[config.mk]
export PLATFORM = sky130hd
export DESIGN_NAME = rf_wb_arbiter
export DESIGN_NICKNAME = d
export VERILOG_FILES = /design/src/rtl/rf_wb_arbiter.sv
export SDC_FILE = /design/constraint.sdc
export NUM_CORES = 1
export LEC_CHECK = 0
export CAP_MARGIN = 20
export CORE_MARGIN = 10
export CORE_UTILIZATION = 54
export DETAILED_ROUTE_END_ITERATION = 10
export GPL_ROUTABILITY_DRIVEN = 0
export PLACE_DENSITY = 0.85
export SYNTH_ARGS = -nofsm -noshare
export SYNTH_HDL_FRONTEND = slang
export SYNTH_SLANG_ARGS = --single-unit
export TNS_END_PERCENT = 30
[constraint.sdc]
create_clock -name clk -period 6.1 [get_ports clk]
set_input_delay 0.915 -clock clk [delete_from_list [all_inputs] [get_ports clk]]
set_output_delay 0.915 -clock clk [all_outputs]
set_load 0.05 [all_outputs]
[src/rtl/rf_wb_arbiter.sv]
// ---------------------------------------------------------------------------
// rf_wb_arbiter
//
// Shares the register file's single synchronous write port between the
// fixed-latency ALU writeback and the variable-latency LSU/MUL writeback. It
// also keeps a scoreboard of registers that have a long-latency write in
// flight, so decode can be held on RAW/WAW hazards.
//
// The ALU normally owns the write slot. An LSU beat that loses the slot is
// parked in a one-entry hold buffer. If a parked result waits STARVE_MAX
// cycles, the ALU pipe is frozen for one cycle so the buffer can drain.
//
// Parameters
//   XLEN        write data width
//   STARVE_MAX  cycles a held LSU result may wait before the ALU is frozen (>=1)
//
// Ports
//   clk, rst                      clock; synchronous active-high reset
//   alu_valid/alu_rd/alu_wdata    ALU writeback beat (no backpressure)
//   alu_stall                     freeze ALU/EX; alu_* ignored while high
//   lsu_valid/lsu_rd/lsu_wdata    LSU writeback beat offered
//   lsu_ready                     LSU beat accepted when valid && ready
//   iss_valid/iss_rs1/iss_rs2/
//   iss_rd/iss_long               instruction presented by decode
//   iss_stall                     decode must hold; instruction not issued
//   rf_we/rf_rd/rf_wdata          registered regfile write port
// ---------------------------------------------------------------------------
module rf_wb_arbiter #(
  parameter int XLEN       = 32,
  parameter int STARVE_MAX = 4
) (
  input  logic            clk,
  input  logic            rst,
  // ALU writeback
  input  logic            alu_valid,
  input  logic [4:0]      alu_rd,
  input  logic [XLEN-1:0] alu_wdata,
  output logic            alu_stall,
  // LSU/MUL writeback
  input  logic            lsu_valid,
  output logic            lsu_ready,
  input  logic [4:0]      lsu_rd,
  input  logic [XLEN-1:0] lsu_wdata,
  // Issue
  input  logic            iss_valid,
  input  logic [4:0]      iss_rs1,
  input  logic [4:0]      iss_rs2,
  input  logic [4:0]      iss_rd,
  input  logic            iss_long,
  output logic            iss_stall,
  // Regfile write port
  output logic            rf_we,
  output logic [4:0]      rf_rd,
  output logic [XLEN-1:0] rf_wdata
);

  localparam int CW = (STARVE_MAX < 1) ? 1 : $clog2(STARVE_MAX + 1);
  localparam logic [CW-1:0] STARVE_LIM = CW'(STARVE_MAX);

  // Who owns the write slot this cycle.
  typedef enum logic [1:0] {
    SRC_NONE,
    SRC_ALU,
    SRC_HOLD,
    SRC_LSU
  } src_e;

  // ---------------------------------------------------------------------------
  // State
  // ---------------------------------------------------------------------------
  logic            r_hold_v;
  logic [4:0]      r_hold_rd;
  logic [XLEN-1:0] r_hold_data;
  logic [CW-1:0]   r_starve_cnt;
  // Bit 0 is kept at zero so x0 can be looked up like any other register.
  logic [31:0]     r_pend;
  logic            r_rf_we;
  logic [4:0]      r_rf_rd;
  logic [XLEN-1:0] r_rf_wdata;
  // Set when the write currently on rf_* came from the LSU side (direct or
  // through hold); only those writes retire scoreboard entries.
  logic            r_rf_from_lsu;

  // ---------------------------------------------------------------------------
  // Combinational decode
  // ---------------------------------------------------------------------------
  logic            w_alu_stall;
  logic            w_lsu_ready;
  logic            w_lsu_acc;
  logic            w_iss_stall;
  logic            w_iss_fire;
  src_e            w_src;
  logic [4:0]      w_wr_rd;
  logic [XLEN-1:0] w_wr_data;
  logic            w_hold_drain;
  logic            w_hold_fill;
  logic [CW-1:0]   w_starve_nxt;
  logic [31:0]     w_pend_nxt;

  assign w_lsu_ready = !r_hold_v;
  assign w_alu_stall = r_hold_v && (r_starve_cnt == STARVE_LIM);
  assign w_lsu_acc   = lsu_valid && w_lsu_ready;

  // r_pend[0] is always zero, so x0 never causes a hazard.
  assign w_iss_stall = iss_valid &&
                       (r_pend[iss_rs1] || r_pend[iss_rs2] || r_pend[iss_rd]);
  assign w_iss_fire  = iss_valid && !w_iss_stall && iss_long && (iss_rd != 5'd0);

  // Write-slot selection, highest priority first.
  always_comb begin
    // NOTE: every signal driven here gets a default first, so no path leaves
    // one unassigned and no latch is inferred.
    w_src     = SRC_NONE;
    w_wr_rd   = r_rf_rd;
    w_wr_data = r_rf_wdata;
    if (w_alu_stall) begin
      // Starved hold entry wins; the ALU beat is ignored this cycle.
      w_src     = SRC_HOLD;
      w_wr_rd   = r_hold_rd;
      w_wr_data = r_hold_data;
    end else if (alu_valid && (alu_rd != 5'd0)) begin
      w_src     = SRC_ALU;
      w_wr_rd   = alu_rd;
      w_wr_data = alu_wdata;
    end else if (r_hold_v) begin
      w_src     = SRC_HOLD;
      w_wr_rd   = r_hold_rd;
      w_wr_data = r_hold_data;
    end else if (w_lsu_acc && (lsu_rd != 5'd0)) begin
      // Straight through, bypassing the hold buffer.
      w_src     = SRC_LSU;
      w_wr_rd   = lsu_rd;
      w_wr_data = lsu_wdata;
    end
  end

  assign w_hold_drain = (w_src == SRC_HOLD);
  // An accepted, non-x0 LSU beat that lost the slot to the ALU. Hold is empty
  // whenever an LSU beat is accepted, so this never collides with a drain.
  assign w_hold_fill  = (w_src == SRC_ALU) && w_lsu_acc && (lsu_rd != 5'd0);

  // Waiting time of the held entry; restarts whenever hold is empty or drains.
  always_comb begin
    w_starve_nxt = '0;
    if (r_hold_v && !w_hold_drain) begin
      if (r_starve_cnt != STARVE_LIM) begin
        w_starve_nxt = r_starve_cnt + CW'(1);
      end else begin
        w_starve_nxt = r_starve_cnt;
      end
    end
  end

  // Scoreboard update. The LSU write on rf_* commits at the coming edge, so its
  // pend bit is retired at that same edge. The WAW check on iss_rd keeps the
  // set and the clear off the same register.
  always_comb begin
    w_pend_nxt = r_pend;
    if (r_rf_we && r_rf_from_lsu) begin
      w_pend_nxt[r_rf_rd] = 1'b0;
    end
    if (w_iss_fire) begin
      w_pend_nxt[iss_rd] = 1'b1;
    end
    w_pend_nxt[0] = 1'b0;
  end

  // ---------------------------------------------------------------------------
  // Sequential state
  // ---------------------------------------------------------------------------
  // NOTE: state is updated with non-blocking assignments so every flop samples
  // values from before the edge, independent of statement order.
  always_ff @(posedge clk) begin
    if (rst) begin
      r_hold_v      <= 1'b0;
      r_starve_cnt  <= '0;
      r_pend        <= '0;
      r_rf_we       <= 1'b0;
      r_rf_rd       <= 5'd0;
      r_rf_wdata    <= '0;
      r_rf_from_lsu <= 1'b0;
    end else begin
      r_starve_cnt  <= w_starve_nxt;
      r_pend        <= w_pend_nxt;
      r_rf_we       <= (w_src != SRC_NONE);
      r_rf_from_lsu <= (w_src == SRC_HOLD) || (w_src == SRC_LSU);
      if (w_src != SRC_NONE) begin
        r_rf_rd    <= w_wr_rd;
        r_rf_wdata <= w_wr_data;
      end
      if (w_hold_fill) begin
        r_hold_v <= 1'b1;
      end else if (w_hold_drain) begin
        r_hold_v <= 1'b0;
      end
    end
  end

  // NOTE: the hold payload has no reset; it is only ever read while r_hold_v
  // is set, and r_hold_v is reset, so clearing the data flops buys nothing.
  always_ff @(posedge clk) begin
    if (w_hold_fill) begin
      r_hold_rd   <= lsu_rd;
      r_hold_data <= lsu_wdata;
    end
  end

  // ---------------------------------------------------------------------------
  // Outputs
  // ---------------------------------------------------------------------------
  assign alu_stall = w_alu_stall;
  assign lsu_ready = w_lsu_ready;
  assign iss_stall = w_iss_stall;
  assign rf_we     = r_rf_we;
  assign rf_rd     = r_rf_rd;
  assign rf_wdata  = r_rf_wdata;

endmodule

==> results of run 1 <==
cells by family (layout without fill, tap and decap cells):
family / count (synthesis) / in the layout
simple gates: 244 / 244
compound gates: 156 / 156
mux: 32 / 32
fa+ha+maj: 2 / 2
flops: 111 / 111
buf+inv: 67 / 169
power by group through the flow:
stage	sequential, mW	combinational [mW]	clock, mW
2_1_floorplan	0.928	0.150	0
3_3_place_gp	0.845	0.390	0
6_report	0.831	0.405	0.474
5_1_grt	0.835	0.427	0.509
4_1_cts	0.830	0.401	0.479
3_5_place_dp	0.846	0.398	0
sequential cells by signal (all words and copies together) (netlist names):
name	flops
r_hold_data	32
r_hold_rd	5
r_hold_v	1
r_pend	31
r_rf_from_lsu	1
r_starve_cnt	3
rf_rd	5
rf_wdata	32
rf_we	1
per-layer routing:
layer / vias to the layer above / track usage (%)
met5: - / 0
met4: 0 / 10.4
met3: 59 / 7.24
met2: 422 / 37.7
met1: 2768 / 32.3
li1: 2586 / -
metrics by stage:
stage | worst slack (ns) | hold slack [ns] | total power, mW | cells | util (%)
final | 0.880 | 0.474 | 1.71 | 850 | 71.2
after detailed placement | 0.930 | 0.455 | 1.24 | 833 | 69.0
after floorplan | 2.30 | 0.429 | 1.08 | 612 | -
after global routing | 0.772 | 0.506 | 1.77 | 850 | 71.2
after global placement | 0.999 | 0.440 | 1.23 | 833 | 69.0
after CTS | 0.934 | 0.475 | 1.71 | 849 | 71.0
cell type report:
class	instances	area (um2)
inverter	7	26.3
sequential	111	2590
clock inverter	6	82.6
fill	794	3000
tap	136	170
clock buffer	10	128
multi-input combinational	434	2980
timing repair buffer	146	1440
critical path, stage by stage:
cell and delay [ns]:
clkdlybuf4s50_1 0.87, mux2_2 0.40, o311ai_0 0.34, o21ai_0 0.16, or3_1 0.33, buf_4 0.24, o31a_1 0.33, clkdlybuf4s50_1 0.71
how the worst max path moves through the flow:
stage	cells past startpoint	endpoint	slack (ns)	from
6_report	8	iss_stall	0.88	iss_rs1[1]
5_1_grt	8	iss_stall	0.77	iss_rs1[1]
4_1_cts	8	iss_stall	0.93	iss_rd[0]
3_5_place_dp	8	iss_stall	0.93	iss_rd[0]
3_3_place_gp	8	iss_stall	1.0	iss_rd[0]
2_1_floorplan	8	iss_stall	2.30	iss_rs1[1]
cells in the final DEF (no fill, tap or decap), drive strengths merged, types with 16 or more instances in the layout:
cell type,n
o41ai,31
edfxtp,37
nand3b,19
nor2,47
o21ai,21
nor2b,29
clkdlybuf4s50,134
mux2i,16
dfxtp,74
a311oi,38
nand2,67
o221ai,36
nand3,44
==> summary.txt, run 1 <==
Status
  – Status: complete, no violations

Min path
  – HP Class: reg -> reg
  – Hold depth: 1
  – Hold path start: r_starve_cnt[0]
  – Hold endpoint: r_starve_cnt[0]

Synthesis
  – Synthesized flop and latch total: 111
  – Asr flop ratio synth: 0%
  – Sequential area share after synthesis: 44.3%
  – Post-synth top area cell: dfxtp_1
  – Syn_nets: 709
  – Yosys warns: 0
  – Adder-Cell Fraction of Synth Area: 0.428%
  – Post-Syn Instances: 612
  – Top-area cell type share of the netlist area: 25.3%
  – Synth top area cells: dfxtp_1 (25%), edfxtp_1 (19%), a311oi_1 (5.7%)
  – Syn_area_per_cell: 9.55 um2
  – Post-synthesis simple-gate area fraction: 20.9%
  – Post-synth EDFFs: 37
  – Largest family of logic cells by synthesized area: compound AO/OA/AOI/OAI gates
  – Mux contribution to synthesized area: 7.81%
  – Synth Area in XOR/XNOR: 0%
  – Primary FF master, synth: dfxtp_1
  – Count leader, synth: dfxtp_1
  – Mapped Area: 5850 um2
  – Cell variety after synth: 49
  – List of most frequent post-synthesis cells: dfxtp_1 (74), nand2_1 (67), nor2_1 (47)
  – Synth Area in Compound Gates: 21.4%

Final layout
  – Share of cells above drive strength 1: 6.30%
  – Nets@finish: 806
  – Final instance area: 7420 um2
  – ANT cells: 0
  – Area Overhead vs Synth: 26.9%

CTS
  – Clk slew on worst S/H paths: 0.10 ns
  – Max clock buf depth: 2
  – Clock sink count: 111
  – TritonCTS Buffers: 9
  – Cts repair resizes: 0
  – CTS Root Cell: clkbuf_8
  – Hold buffer count at CTS: 0
  – H-tree depth reported by CTS: 3
  – Postcts setup bufs: 0
  – Clk_lat worst skew: 0.36 ns
  – CTS tree: yes

Setup path
  – Crit path kind: in -> out
  – Crit path max fanout: 32
  – Required @ worst endpoint: 5.18 ns
  – Reg2reg setup slack: 3.14 ns
  – Worst reg2reg endpoint: rf_wdata[20]
  – Crit. End Element: primary output
  – FF-to-FF Start: r_hold_v
  – Worst setup SP type: input port
  – FF-to-FF path depth: 8
  – CP Data Arrival Time: 4.30 ns

Timing
  – RSZ-0062 raised after global routing: false
  – Final hold violations: 0
  – Total Neg Setup Slack: 0 ns
  – Slew Viols, Final: 0
  – Fin crit period: 5.22 ns
  – Skew final: 0.0119 ns
  – Relative slew margins: 46.5%
  – Final setup fails: 0
  – Slew @ Worst Pin: 0.803 ns
  – Period utilization: 85.6%
  – Maximum clock rate: 192 MHz

Power and ir drop
  – Max VDD drop: 157 uV
  – Clk pwr share: 27.7%
  – P_leak: 2.48 nW
  – Sequential power share: 48.6%
  – Pwr dens: 230 nW/um2
  – P_int: 1.19 mW
  – Switching share of power: 30.4%
  – Switching Power: 0.520 mW
  – Combinational share of power: 23.7%

Run
  – Max capacitance violation total: 0

Detailed routing
  – Router iterations before antenna repair: 6
  – M1 WL: 7240 um
  – Routed vias: 5835
  – Routed Antenna Nets: 0
  – Top Metal Used: met4
  – Drt total wl: 19300 um
  – Met2 WL: 8950 um
  – WL per Instance: 22.7 um
  – Metal3 WL: 2470 um
  – Via density per instance: 6.86
  – DRC: 0
  – Iteration-0 DRC Markers: 848

Global routing
  – Initial antenna violation count: 0
  – Global-route usage over all layers: 24.8%
  – Largest net degree at the start of global routing: 78
  – Global-route wire length before repair: 30400 um
  – Grt total ovfl: 0
  – Vias in the first global route: 5694

Die
  – Die outline height: 124 um
  – # IOs: 136
  – Die area: 15400 um2
  – Row count: 37
  – Die X-Extent: 124 um
  – Initial Util: 56.1%
  – Core box area: 10400 um2

Placed design
  – # port buffers: 135
  – Post-detail-place hpwl: 13300 um
  – Post-DP Area: 7190 um2
Power figures use the tool's default switching activity.
==> run 2: changes to the inputs <==
GPL_ROUTABILITY_DRIVEN = not set   (was 0)
SKIP_CTS_REPAIR_TIMING = 1   (was not set)
==> summary.txt, run 2 (synthesized netlist as in run 1, its figures left out) <==
Status
  – Status: complete, no violations

Run
  – Max capacitance violation total: 0

Final layout
  – Commonest cells after routing, fill and taps aside: clkdlybuf4s50_1 (134), dfxtp_1 (74), nand2_1 (67)
  – Post-Layout Cell Count: 850
  – ANT cells: 0
  – Nets@finish: 806
  – Share of cells above drive strength 1: 6.30%
  – Utilization after layout: 71.1%
  – Area Overhead vs Synth: 26.7%
  – Most common cell after layout, fill and taps aside: clkdlybuf4s50_1

Min path
  – HP Class: reg -> reg

Global routing
  – Global-route usage over all layers: 25.0%
  – Initial antenna violation count: 0
  – Met2 GRT Util: 41.5%
  – Vias in the first global route: 5526
  – GR Layer Usage met3: 7.38%
  – Busiest layer in global routing: met2
  – Grt total ovfl: 0
  – Largest net degree at the start of global routing: 78
  – Met1 Track Usage GR: 31.1%
  – Global-route wire length before repair: 30300 um

CTS
  – Max clock buf depth: 2
  – CTS Root Cell: clkbuf_8
  – Clock sink count: 111
  – TritonCTS Buffers: 9
  – Clk_lat worst skew: 0.40 ns
  – CTS tree: yes
  – H-tree depth reported by CTS: 3
  – Clk slew on worst S/H paths: 0.10 ns

Placed design
  – Routability congestion estimate: 0.918
  – Post-detail-place hpwl: 13800 um
  – Placed instance count: 833
  – # port buffers: 135

Power and ir drop
  – P_leak: 2.47 nW
  – Pwr Total: 1.69 mW
  – Max VDD drop: 167 uV
  – Pwr dens: 228 nW/um2

Detailed routing
  – Drt total wl: 19400 um
  – Router iterations before antenna repair: 5
  – Via density per instance: 6.61
  – Routed vias: 5622
  – DRC: 0
  – Iteration-0 DRC Markers: 591
  – WL per Instance: 22.8 um
  – Routed Antenna Nets: 0

Timing
  – Final hold violations: 0
  – Skew final: 0.0242 ns
  – Total Neg Setup Slack: 0 ns
  – Slew @ Worst Pin: 0.797 ns
  – Slew Viols, Final: 0
  – Relative slew margins: 46.8%
  – Period utilization: 86.1%
  – Final setup fails: 0
  – Maximum clock rate: 190 MHz
  – RSZ-0062 raised after global routing: false
  – Fin crit period: 5.25 ns

Setup path
  – Reg2reg setup slack: 3.31 ns
  – Worst setup SP type: input port
  – Crit. Startpoint: iss_rs1[1]
  – CP Data Arrival Time: 4.34 ns
  – FF-to-FF Start: r_hold_v
  – Crit path max fanout: 32
  – Critical Path End: iss_stall
  – Crit. End Element: primary output
  – FF-to-FF path depth: 8
  – Worst reg2reg endpoint: rf_wdata[10]
  – Required @ worst endpoint: 5.18 ns
  – Crit path kind: in -> out

Die
  – Die outline height: 124 um
  – Core box area: 10400 um2
  – Initial Util: 56.1%
  – Die area: 15400 um2
  – Row count: 37
  – Die X-Extent: 124 um
  – # IOs: 136
## run 2: power by group
part / internal (mW) / switching [mW] / total, mW
Clock: 0.196 / 0.260 / 0.457
Sequential: 0.804 / 0.0244 / 0.829
Combinational: 0.155 / 0.249 / 0.403
## run 2: cell type report
cell class / instances / area, um2
fillers: 831 / 3010
multi-input cells: 434 / 2980
flip-flops and latches: 111 / 2590
repair buffers: 146 / 1440
well taps: 136 / 170
clock buffers: 11 / 131
clock inverters: 5 / 67.6
inverters: 7 / 26.3
## run 2: worst min path at each step
stage | start | end | slack [ns] | cells after the start
2_1_floorplan | r_starve_cnt[0] | r_starve_cnt[0] | 0.43 | 1
3_3_place_gp | r_starve_cnt[0] | r_starve_cnt[0] | 0.44 | 1
3_5_place_dp | r_starve_cnt[0] | r_starve_cnt[0] | 0.45 | 1
4_1_cts | r_starve_cnt[0] | r_starve_cnt[0] | 0.47 | 1
5_1_grt | r_starve_cnt[0] | r_starve_cnt[0] | 0.49 | 1
6_report | r_starve_cnt[0] | r_starve_cnt[0] | 0.46 | 1
## run 2: routing by layer
layer  vias to the layer above  routed length [um]
li1                       2586                   -
met1                      2714                7730
met2                       286                9430
met3                        36                1780
met4                         0                 440
met5                         -                   0
## run 2: worst max-delay path, stage by stage
cell and delay [ns]:
clkdlybuf4s50_1 0.87, mux2_2 0.40, o311ai_0 0.32, o21ai_0 0.20, or3_1 0.34, buf_4 0.24
o31a_1 0.32, clkdlybuf4s50_1 0.70
## run 2: metrics by stage
| stage | instance area [um2] | setup WS [ns] | hold slack [ns] |
|---|---|---|---|
| 3_3_place_gp | 7190 | 0.914 | 0.439 |
| 3_5_place_dp | 7190 | 0.910 | 0.451 |
| 6_report | 7410 | 0.845 | 0.465 |
| 5_1_grt | 7410 | 0.660 | 0.493 |
| 4_1_cts | 7390 | 0.888 | 0.465 |
| 2_1_floorplan | 5850 | 2.30 | 0.429 |
